===== config.mk =====
export PLATFORM = sky130hd
export DESIGN_NAME = afifo_rd_stream
export DESIGN_NICKNAME = d
export VERILOG_FILES = /design/src/rtl/afifo_pkg.sv /design/src/rtl/afifo_rd_skid.sv /design/src/rtl/afifo_rd_stream.sv
export SDC_FILE = /design/constraint.sdc
export NUM_CORES = 1
export LEC_CHECK = 0
export BUFFER_PORTS_ARGS = -buffer_cell sky130_fd_sc_hd__buf_2
export CELL_PAD_IN_SITES_DETAIL_PLACEMENT = 1
export CELL_PAD_IN_SITES_GLOBAL_PLACEMENT = 1
export CORE_MARGIN = 5
export CORE_UTILIZATION = 43
export DETAILED_ROUTE_END_ITERATION = 8
export GPL_TIMING_DRIVEN = 0
export PLACE_DENSITY = 0.92
export SKIP_LAST_GASP = 1
export SYNTH_ARGS = -nofsm -noshare
export SYNTH_HDL_FRONTEND = slang
export SYNTH_SLANG_ARGS = --single-unit

===== constraint.sdc =====
create_clock -name rclk -period 3.04 [get_ports rclk]
set_input_delay 0.304 -clock rclk [delete_from_list [all_inputs] [get_ports rclk]]
set_output_delay 0.304 -clock rclk [all_outputs]
set_load 0.01 [all_outputs]

===== src/rtl/afifo_pkg.sv =====
// Shared definitions for the asynchronous FIFO and its read-side stream adapter.
package afifo_pkg;

    localparam int DATASIZE = 8;
    localparam int ADDRSIZE = 9;

    typedef enum logic [1:0] {
        EMPTY = 2'd0,
        ONE   = 2'd1,
        TWO   = 2'd2
    } rd_occ_e;

endpackage


===== src/rtl/afifo_rd_skid.sv =====
// Two-entry skid buffer: head drives the output stream, tail absorbs the word
// that was already popped when downstream stalled.
module afifo_rd_skid
    import afifo_pkg::*;
#(
    parameter int DATASIZE = afifo_pkg::DATASIZE
) (
    input  logic                clk,
    input  logic                rst,
    input  logic                push,
    input  logic [DATASIZE-1:0] din,
    input  logic                m_ready,
    output logic                full,
    output logic                m_valid,
    output logic [DATASIZE-1:0] m_data
);

    rd_occ_e             state;
    logic [DATASIZE-1:0] head;
    logic [DATASIZE-1:0] tail;
    logic                pop;

    assign pop    = m_valid & m_ready;
    assign full   = (state == TWO);
    assign m_data = head;

    always_ff @(posedge clk or posedge rst) begin
        if (rst) begin
            state   <= EMPTY;
            m_valid <= 1'b0;
            head    <= '0;
            tail    <= '0;
        end else begin
            case (state)
                EMPTY: begin
                    if (push) begin
                        state   <= ONE;
                        m_valid <= 1'b1;
                        head    <= din;
                    end
                end
                ONE: begin
                    if (push && !pop) begin
                        state <= TWO;
                        tail  <= din;
                    end else if (pop && !push) begin
                        state   <= EMPTY;
                        m_valid <= 1'b0;
                    end else if (push && pop) begin
                        head <= din;
                    end
                end
                TWO: begin
                    // push is blocked upstream while full, so only a pop can move us
                    if (pop) begin
                        state <= ONE;
                        head  <= tail;
                    end
                end
                default: begin
                    state   <= EMPTY;
                    m_valid <= 1'b0;
                end
            endcase
        end
    end

endmodule


===== src/rtl/afifo_rd_stream.sv =====
// Read-side consumer: pops the FIFO into a skid buffer and presents a registered
// valid/ready stream, counting completed handshakes.
module afifo_rd_stream
    import afifo_pkg::*;
#(
    parameter int DATASIZE = afifo_pkg::DATASIZE,
    parameter int CNTSIZE  = 16
) (
    input  logic                rclk,
    input  logic                r_rst,
    input  logic                rempty,
    input  logic [DATASIZE-1:0] rdata,
    output logic                rinc,
    input  logic                en,
    output logic                m_valid,
    output logic [DATASIZE-1:0] m_data,
    input  logic                m_ready,
    output logic [CNTSIZE-1:0]  word_cnt
);

    logic full;

    // Gating on full (a registered state) keeps m_ready out of the rinc path.
    assign rinc = en & ~rempty & ~full & ~r_rst;

    afifo_rd_skid #(
        .DATASIZE(DATASIZE)
    ) u_skid (
        .clk    (rclk),
        .rst    (r_rst),
        .push   (rinc),
        .din    (rdata),
        .m_ready(m_ready),
        .full   (full),
        .m_valid(m_valid),
        .m_data (m_data)
    );

    always_ff @(posedge rclk or posedge r_rst) begin
        if (r_rst) begin
            word_cnt <= '0;
        end else if (m_valid && m_ready) begin
            word_cnt <= word_cnt + 1'b1;
        end
    end

endmodule


# Word level (Yosys, flattened, before mapping)
# Cells that the tools add are included.
[word_totals]
in_bits = 13
reg_bits = 35
elab_cells = 49
[classes]
n_addsub = 1
bitwise_logic = 7
n_reduce_logical = 12
n_eq_ne = 9
mux = 15
[ops]
columns = ["op", "n"]
rows = [
  ["two-way mux 8 bit", 5],
  ["one-hot mux 8 bit (3 select lines)", 1],
  ["adder 16 x 1 -> 16 bit, second input constant", 1],
  ["two-way mux 2 bit", 4],
  ["inequality test 2 x 1 -> 1 bit, second input constant", 4],
  ["one-hot mux 2 bit (3 select lines)", 1],
  ["AND reduction 6 bit", 1],
  ["AND 1 bit", 4],
  ["logical AND 1 bit", 4],
  ["inequality test 2 bit, second input constant", 2],
  ["AND reduction 4 bit", 1],
  ["two-way mux 1 bit", 3],
  ["inequality test 3 x 1 -> 1 bit, second input constant", 1],
  ["inverter 1 bit", 3],
  ["one-hot mux 1 bit (3 select lines)", 1],
  ["AND reduction 3 bit", 1],
  ["nonzero test 3 bit", 1],
  ["equality test 2 x 1 -> 1 bit, second input constant", 1],
  ["equality test 2 bit, second input constant", 1],
  ["logical NOT 1 bit", 2],
  ["logical NOT 2 bit", 1],
  ["AND reduction 2 bit", 1],
]

# Depth between registers and ports, before layout
# Gate-level depths: netlist (run 1).
[depth]
word_depth = 9
ltp_mapped = 5
depth_no_buf = 5

# Cells and area by module
# From an unflattened synthesis (run 1), not the netlist that was laid out.
[hier_totals]
cells_unflattened = 123
area_unflattened_um2 = 1592.8
[modules_own_cells]
columns = ["mod", "area_per_inst_um2", "n_inst", "cells_each"]
rows = [
  ["afifo_rd_skid", 885.8, 1, 63],
  ["afifo_rd_stream", 706.9, 1, 60],
]

# Worst setup path after synthesis (run 1)
# Ideal clock, no wire load.
[synth_timing]
path_kind = "register to output"
startpoint = "reg u_skid.state[0]"
endpoint = "out rinc"
slack_ps = 1517
path_buffers = 2
stages_incl_launch_ff = 5
t_arrival_ps = 1219
cell_sequence = "dfrtp_1 clkbuf_1 or2b_1 clkbuf_1 nor2b_1"
[synth_between]
elab_chain_len = 4
[synth_rtl]
columns = ["element", "line", "text"]
rows = [
  ["start, declared", "afifo_rd_skid.sv:18", "rd_occ_e state;"],
  ["start signal, assigned", "afifo_rd_skid.sv:29", "state <= EMPTY;"],
  ["start signal, assigned", "afifo_rd_skid.sv:37", "state <= ONE;"],
  ["start signal, assigned", "afifo_rd_skid.sv:44", "state <= TWO;"],
  ["equality test 2 bit", "afifo_rd_skid.sv:24", "assign full = (state == TWO);"],
  ["inverter 1 bit (no source line)", "-", ""],
  ["AND 1 bit (2 in a row)", "afifo_rd_stream.sv:24", "assign rinc = en & ~rempty & ~full & ~r_rst;"],
  ["end, declared", "afifo_rd_stream.sv:13", "output logic rinc,"],
]
# Every way passes these cells.

# Worst setup path in the final report (run 1)
# Same ends and word-level chain as after synthesis.

==> results of run 1 <==
## power by group
part	internal (mW)	leakage [nW]	total [mW]	switching, mW
combinational	0.207	0.423	0.452	0.245
clock	0.0900	0.0293	0.241	0.151
sequential	0.617	0.441	0.740	0.123
## flip-flops by register name, summed over array words and instances (netlist names)
signal	flops
u_skid.m_data	8
u_skid.state	2
u_skid.tail	8
word_cnt	16
u_skid.m_valid	1
## cell families (layout without fill, tap and decap cells)
| family | after synthesis | count (layout) | synth area share, % |
|---|---|---|---|
| DFF | 35 | 35 | 56.8 |
| muxes | 9 | 9 | 6.57 |
| xor gates and xnor gates | 15 | 15 | 8.52 |
| AOI/OAI and AO/OA | 23 | 23 | 9.49 |
| buffers and inverters | 5 | 51 | 1.70 |
| and+or+nand+nor | 45 | 45 | 16.1 |
| adders and majority gates | 1 | 1 | 0.811 |
## critical path, cell delays in order (launching register included)
cell      delay [ps]
dfrtp_1          330
clkbuf_1         260
or2b_1           220
clkbuf_1         370
nor2b_1          210
buf_2            150
## cell usage in the layout (no fill, tap or decap), drive strengths merged, types with 2 or more instances in the layout
cell type | synthesis | routed
dfrtp | 35 | 35
a21oi | 10 | 10
nor3 | 3 | 3
inv | 2 | 2
and2 | 2 | 2
nand3 | 7 | 7
nand4 | 3 | 3
clkbuf | 2 | 9
nor2 | 13 | 13
buf | 1 | 39
mux2 | 9 | 9
xnor2 | 11 | 11
xor2 | 4 | 4
nand2 | 9 | 9
o22ai | 9 | 9
## cell type report
class	instances	area, sq um
Clock inverter	1	5.00
Inverter	2	7.51
Buffer	3	18.8
Fill cell	388	1580
Multi-Input combinational cell	93	641
Timing Repair Buffer	38	190
Clock buffer	7	45.0
Sequential cell	35	876
Tap cell	46	57.6
## worst min-delay path by stage
| stage | start | to | slack (ps) | depth (start not counted) |
|---|---|---|---|---|
| 2_1_floorplan | rdata[0] | u_skid.tail[0] | 440 | 1 |
| 4_1_cts | rdata[4] | u_skid.tail[4] | 170 | 2 |
| 6_report | r_rst | u_skid.m_valid | 80 | 2 |
| 3_3_place_gp | word_cnt[15] | word_cnt[15] | 460 | 1 |
| 3_5_place_dp | word_cnt[15] | word_cnt[15] | 490 | 1 |
| 5_1_grt | r_rst | u_skid.m_valid | 140 | 2 |
## layer usage
| layer | routed length, microns | up-vias |
|---|---|---|
| met3 | 157 | 12 |
| met1 | 1600 | 562 |
| met4 | 120 | 0 |
| li1 | - | 559 |
| met2 | 1920 | 33 |
| met5 | 0 | - |
## stage by stage
stage                     setup slack [ps]  util, %  power [mW]
after global placement                1310     52.4        1.15
after global routing                   740     53.9        1.54
after CTS                              844     53.9        1.45
after detailed placement              1150     52.4        1.21
after floorplan                       1520        -        1.01
final                                  856     53.9        1.43
==> flow_summary.yaml, run 1 <==
worst_setup_path:
  critPathRequiredTime_ps: 2740
  critPathLaunchType: "flip-flop"
  arrival_ps: 1880
  startpoint: "u_skid.state[0]"
  cp-end-kind: "primary output"
  rr_startpoint: "u_skid.state[0]"
  reg2reg_depth: 5
  r2r_slack_ps: 1120
  crit_path_max_fanout: 10
  rr_endpoint: "u_skid.m_data[0]"
  crit_end: "rinc"
  path_class: "reg -> out"
finish:
  final_cell_area_sq_mm: 0.00184
  nets: 192
  antenna_cells: 0
  area_delta_synth_final_pct: 19.3
  final_cells: 225
  drive_gt1_share_pct: 29.6
timing:
  post-route-period-util_pct: 71.8
  tns_ps: 0
  hold_ws_ps: 85.0
  tightest_slew_ps: 766
  setup_viol: 0
  finClkSkew_ps: 10.8
  finalCriticalPeriod_ps: 2180
  max-slew-margin-rel_pct: 48.9
  fmax_ghz: 0.458
  drv_slew: 0
  rsz0062_at_grt: "no"
  finalHoldViolations: 0
grt:
  grt_pass1_wl_mm: 6.47
  met1_usage_pct: 18.7
  met2_usage_pct: 29.2
  grt-ovfl-total: 0
  grt_max_degree: 36
  top_usage_layer: "met2"
  grt_pass1_vias: 1330
  antenna_found_initial: 0
  track_usage_pct: 17.0
  use_met3_pct: 4.45
clock_network:
  cts_made_buffers: 5
  postCtsSetupBuffers: 0
  insertion_delay_ps: 350
  clock_sinks: 35
  root_buffer: "clkbuf_4"
  h-tree-depth: 2
  hold_buffers: 0
  clock_path_buffers: 2
  clkTransAtPathRegs_ps: 110
  cts_tree: "done"
  cts_resized: 0
die:
  rows: 21
  core_sq_mm: 0.00342
  initial_core_util_pct: 45.2
  pin_count: 39
  fp.dieW_microns: 69.9
  dieArea_sq_mm: 0.00489
  die_y_microns: 69.9
detailed_routing:
  drtIter0Drc: 58
  drt-total-wl_mm: 3.80
  ant_nets: 0
  avgRoutedWirePerCell_microns: 16.9
  num_vias: 1166
  viasPerCell: 5.18
  dr.pass1.iters: 4
  drc_errors: 0
synth:
  ys_warn_count: 0
  syn_inst: 133
  ys.flop_type: "dfrtp_1"
  syn-num-nets: 147
  syn_avg_cell_area_sq_um: 11.6
  syn_area_sq_mm: 0.00154
  seq_area_frac_synth_pct: 56.8
  synth_top_area_cell: "dfrtp_1"
  synth.top_cell.area_share_pct: 56.8
  synth.area.top_cells: "dfrtp_1, xnor2_1, mux2_1, o22ai_1, a21oi_1"
  ys_async_sr_fraction_pct: 100
  synth_most_common_cell: "dfrtp_1"
  synth-seq-cells: 35
  netlist_top_cells_count: "dfrtp_1, nor2_1, xnor2_1, a21oi_1"
  synth_edf_count: 0
  synth.distinct_cells: 32
placement:
  place_area_sq_mm: 0.00179
  port_buffers: 38
  hpwl_mm: 2.85
  dp_cells: 217
  place.gp.congestion: 0.809
worst_hold_path:
  hp-class: "in -> async"
power:
  p_per_area_mw_per_mm2: 779
  leakagePower_nw: 0.894
  ir_drop_uv: 382
flow_run:
  cap_viol_max_count: 0
outcome:
  status: "finished clean"
No activity file was read; power rests on OpenSTA's default activity.
==> run 2, diff against run 1 <==
- CORE_UTILIZATION: 43 -> 36
- PLACE_DENSITY: 0.92 -> 0.83
- clock period: 3.04 -> 2 ns (I/O delays scaled with it)
==> run 2 against run 1 <==
Effect of this change: sequential power up 55%; combinational power up 52%; global-route usage down 0.93 points; critical path depth down 1; core utilization down 7.9 points; worst setup slack worse by 710 ps; final area up 2.2%; worst hold slack worse by 30 ps; wire length up 5.1%; clock power up 100%; via count up 2.4%; count of clock-buffer cells in the layout unchanged.
==> flow_summary.yaml, run 2 (same netlist as run 1, synthesis figures left out) <==
placement:
  place.gp.congestion: 0.741
  dp_cells: 221
  hpwl_mm: 2.88
  dp_slack_ps: 64.3
  port_buffers: 38
timing:
  rsz0062_at_grt: "no"
  drv_slew: 0
  finalHoldViolations: 0
  finClkSkew_ps: 5.07
  post-route-period-util_pct: 92.6
  tightest_slew_ps: 734
  setup_viol: 0
  finalCriticalPeriod_ps: 1850
  hold_ws_ps: 55.1
  tns_ps: 0
  setup_ws_ps: 147
  fmax_ghz: 0.540
  max-slew-margin-rel_pct: 51.0
detailed_routing:
  drc_errors: 0
  ant_nets: 0
  num_vias: 1194
  avgRoutedWirePerCell_microns: 17.5
  drtIter0Drc: 46
  drt-total-wl_mm: 4.00
  dr.pass1.iters: 4
  viasPerCell: 5.24
grt:
  grt_pass1_vias: 1397
  track_usage_pct: 16.1
  grt_pass1_wl_mm: 6.82
  antenna_found_initial: 0
  grt-ovfl-total: 0
  grt_max_degree: 36
finish:
  final_cells: 228
  nets: 191
  largest_reg_flops: 16
  drive_gt1_share_pct: 30.9
  antenna_cells: 0
  final_common_cell: "buf_2"
  area_delta_synth_final_pct: 21.9
  largest_register: "word_cnt"
  final_cell_mix: "buf_2, dfrtp_1, nor2_1"
clock_network:
  clock_path_buffers: 2
  insertion_delay_ps: 280
  clock_sinks: 35
  root_buffer: "clkbuf_8"
  clkTransAtPathRegs_ps: 70
  h-tree-depth: 2
  postCtsSetupBuffers: 0
  cts_made_buffers: 5
  hold_buffers: 0
  cts_tree: "done"
die:
  core_sq_mm: 0.00409
  rows: 23
  initial_core_util_pct: 37.8
  die_y_microns: 75.5
  fp.dieW_microns: 75.5
  pin_count: 39
  dieArea_sq_mm: 0.00569
worst_setup_path:
  worstPathCellList: "or2b_1, clkbuf_2, nor2b_1, buf_2"
  crit_path_max_fanout: 10
  path_class: "reg -> out"
  cp-end-kind: "primary output"
  crit_slowest_cell: "dfrtp_1"
  critPathRequiredTime_ps: 1800
  critPathLaunchType: "flip-flop"
  cp_slowest_stage_delay_ps: 520
  arrival_ps: 1650
power:
  power_mw: 2.32
  p_per_area_mw_per_mm2: 1230
  leakagePower_nw: 0.909
  ir_drop_uv: 382
outcome:
  status: "finished clean"
worst_hold_path:
  hp-class: "in -> async"
flow_run:
  cap_viol_max_count: 0
-- run 2: layout make-up --
type,count,area (sq um)
flip-flops and latches,35,876
well taps,50,62.6
repair buffers,38,190
clock inverters,1,5.00
plain buffers,2,16.3
inverters,2,7.51
clock buffers,7,76.3
multi-input cells,93,647
fillers,469,2210
-- run 2: per-layer routing --
layer  global-route usage [%]  wire [microns]  vias to the layer above
li1                         -               -                      553
met1                     19.1            1590                      606
met2                     26.7            2130                       26
met3                     3.43             170                        9
met4                     9.51             106                        0
met5                        0               0                        -
-- run 2: through the flow --
stage                     util (%)  cell area, sq um
after CTS                     46.0              1880
after floorplan                  -              1540
final                         46.0              1880
after detailed placement      43.9              1800
after global placement        43.9              1800
after global routing          46.0              1880
-- run 2: final timing paths --
check | from | endpoint | slack [ps] | cells past startpoint
hold / removal | r_rst | u_skid.tail[0] | 60 | 2
setup reg to reg | u_skid.state[1] | u_skid.m_data[4] | 210 | 5
hold reg to reg | word_cnt[15] | word_cnt[15] | 490 | 1
min in group rclk | rdata[5] | u_skid.tail[5] | 150 | 2
max in group asynchronous | r_rst | u_skid.m_data[0] | 1480 | 2
setup / recovery | u_skid.state[1] | rinc | 150 | 4
-- run 2: repair_timing --
item | in CTS | in global routing
resized for setup | 1 | 1
gates cloned | 0 | 0
endpoints found under the hold margin | 0 | 0
endpoints found under the setup margin | 1 | 9
pin swaps | 0 | 0
-- run 2: critical path, delay by kind of cell, from the launching register on --
| family | cells | cell delay (ps) |
|---|---|---|
| buffers and inverters | 2 | 350 |
| flip-flops | 1 | 520 |
| AND/OR/NAND/NOR | 2 | 500 |
-- run 2: report_power, final --
part           total [mW]  switching (mW)  internal, mW
clock network       0.484           0.240         0.244
logic               0.687           0.369         0.318
registers            1.15           0.209         0.940
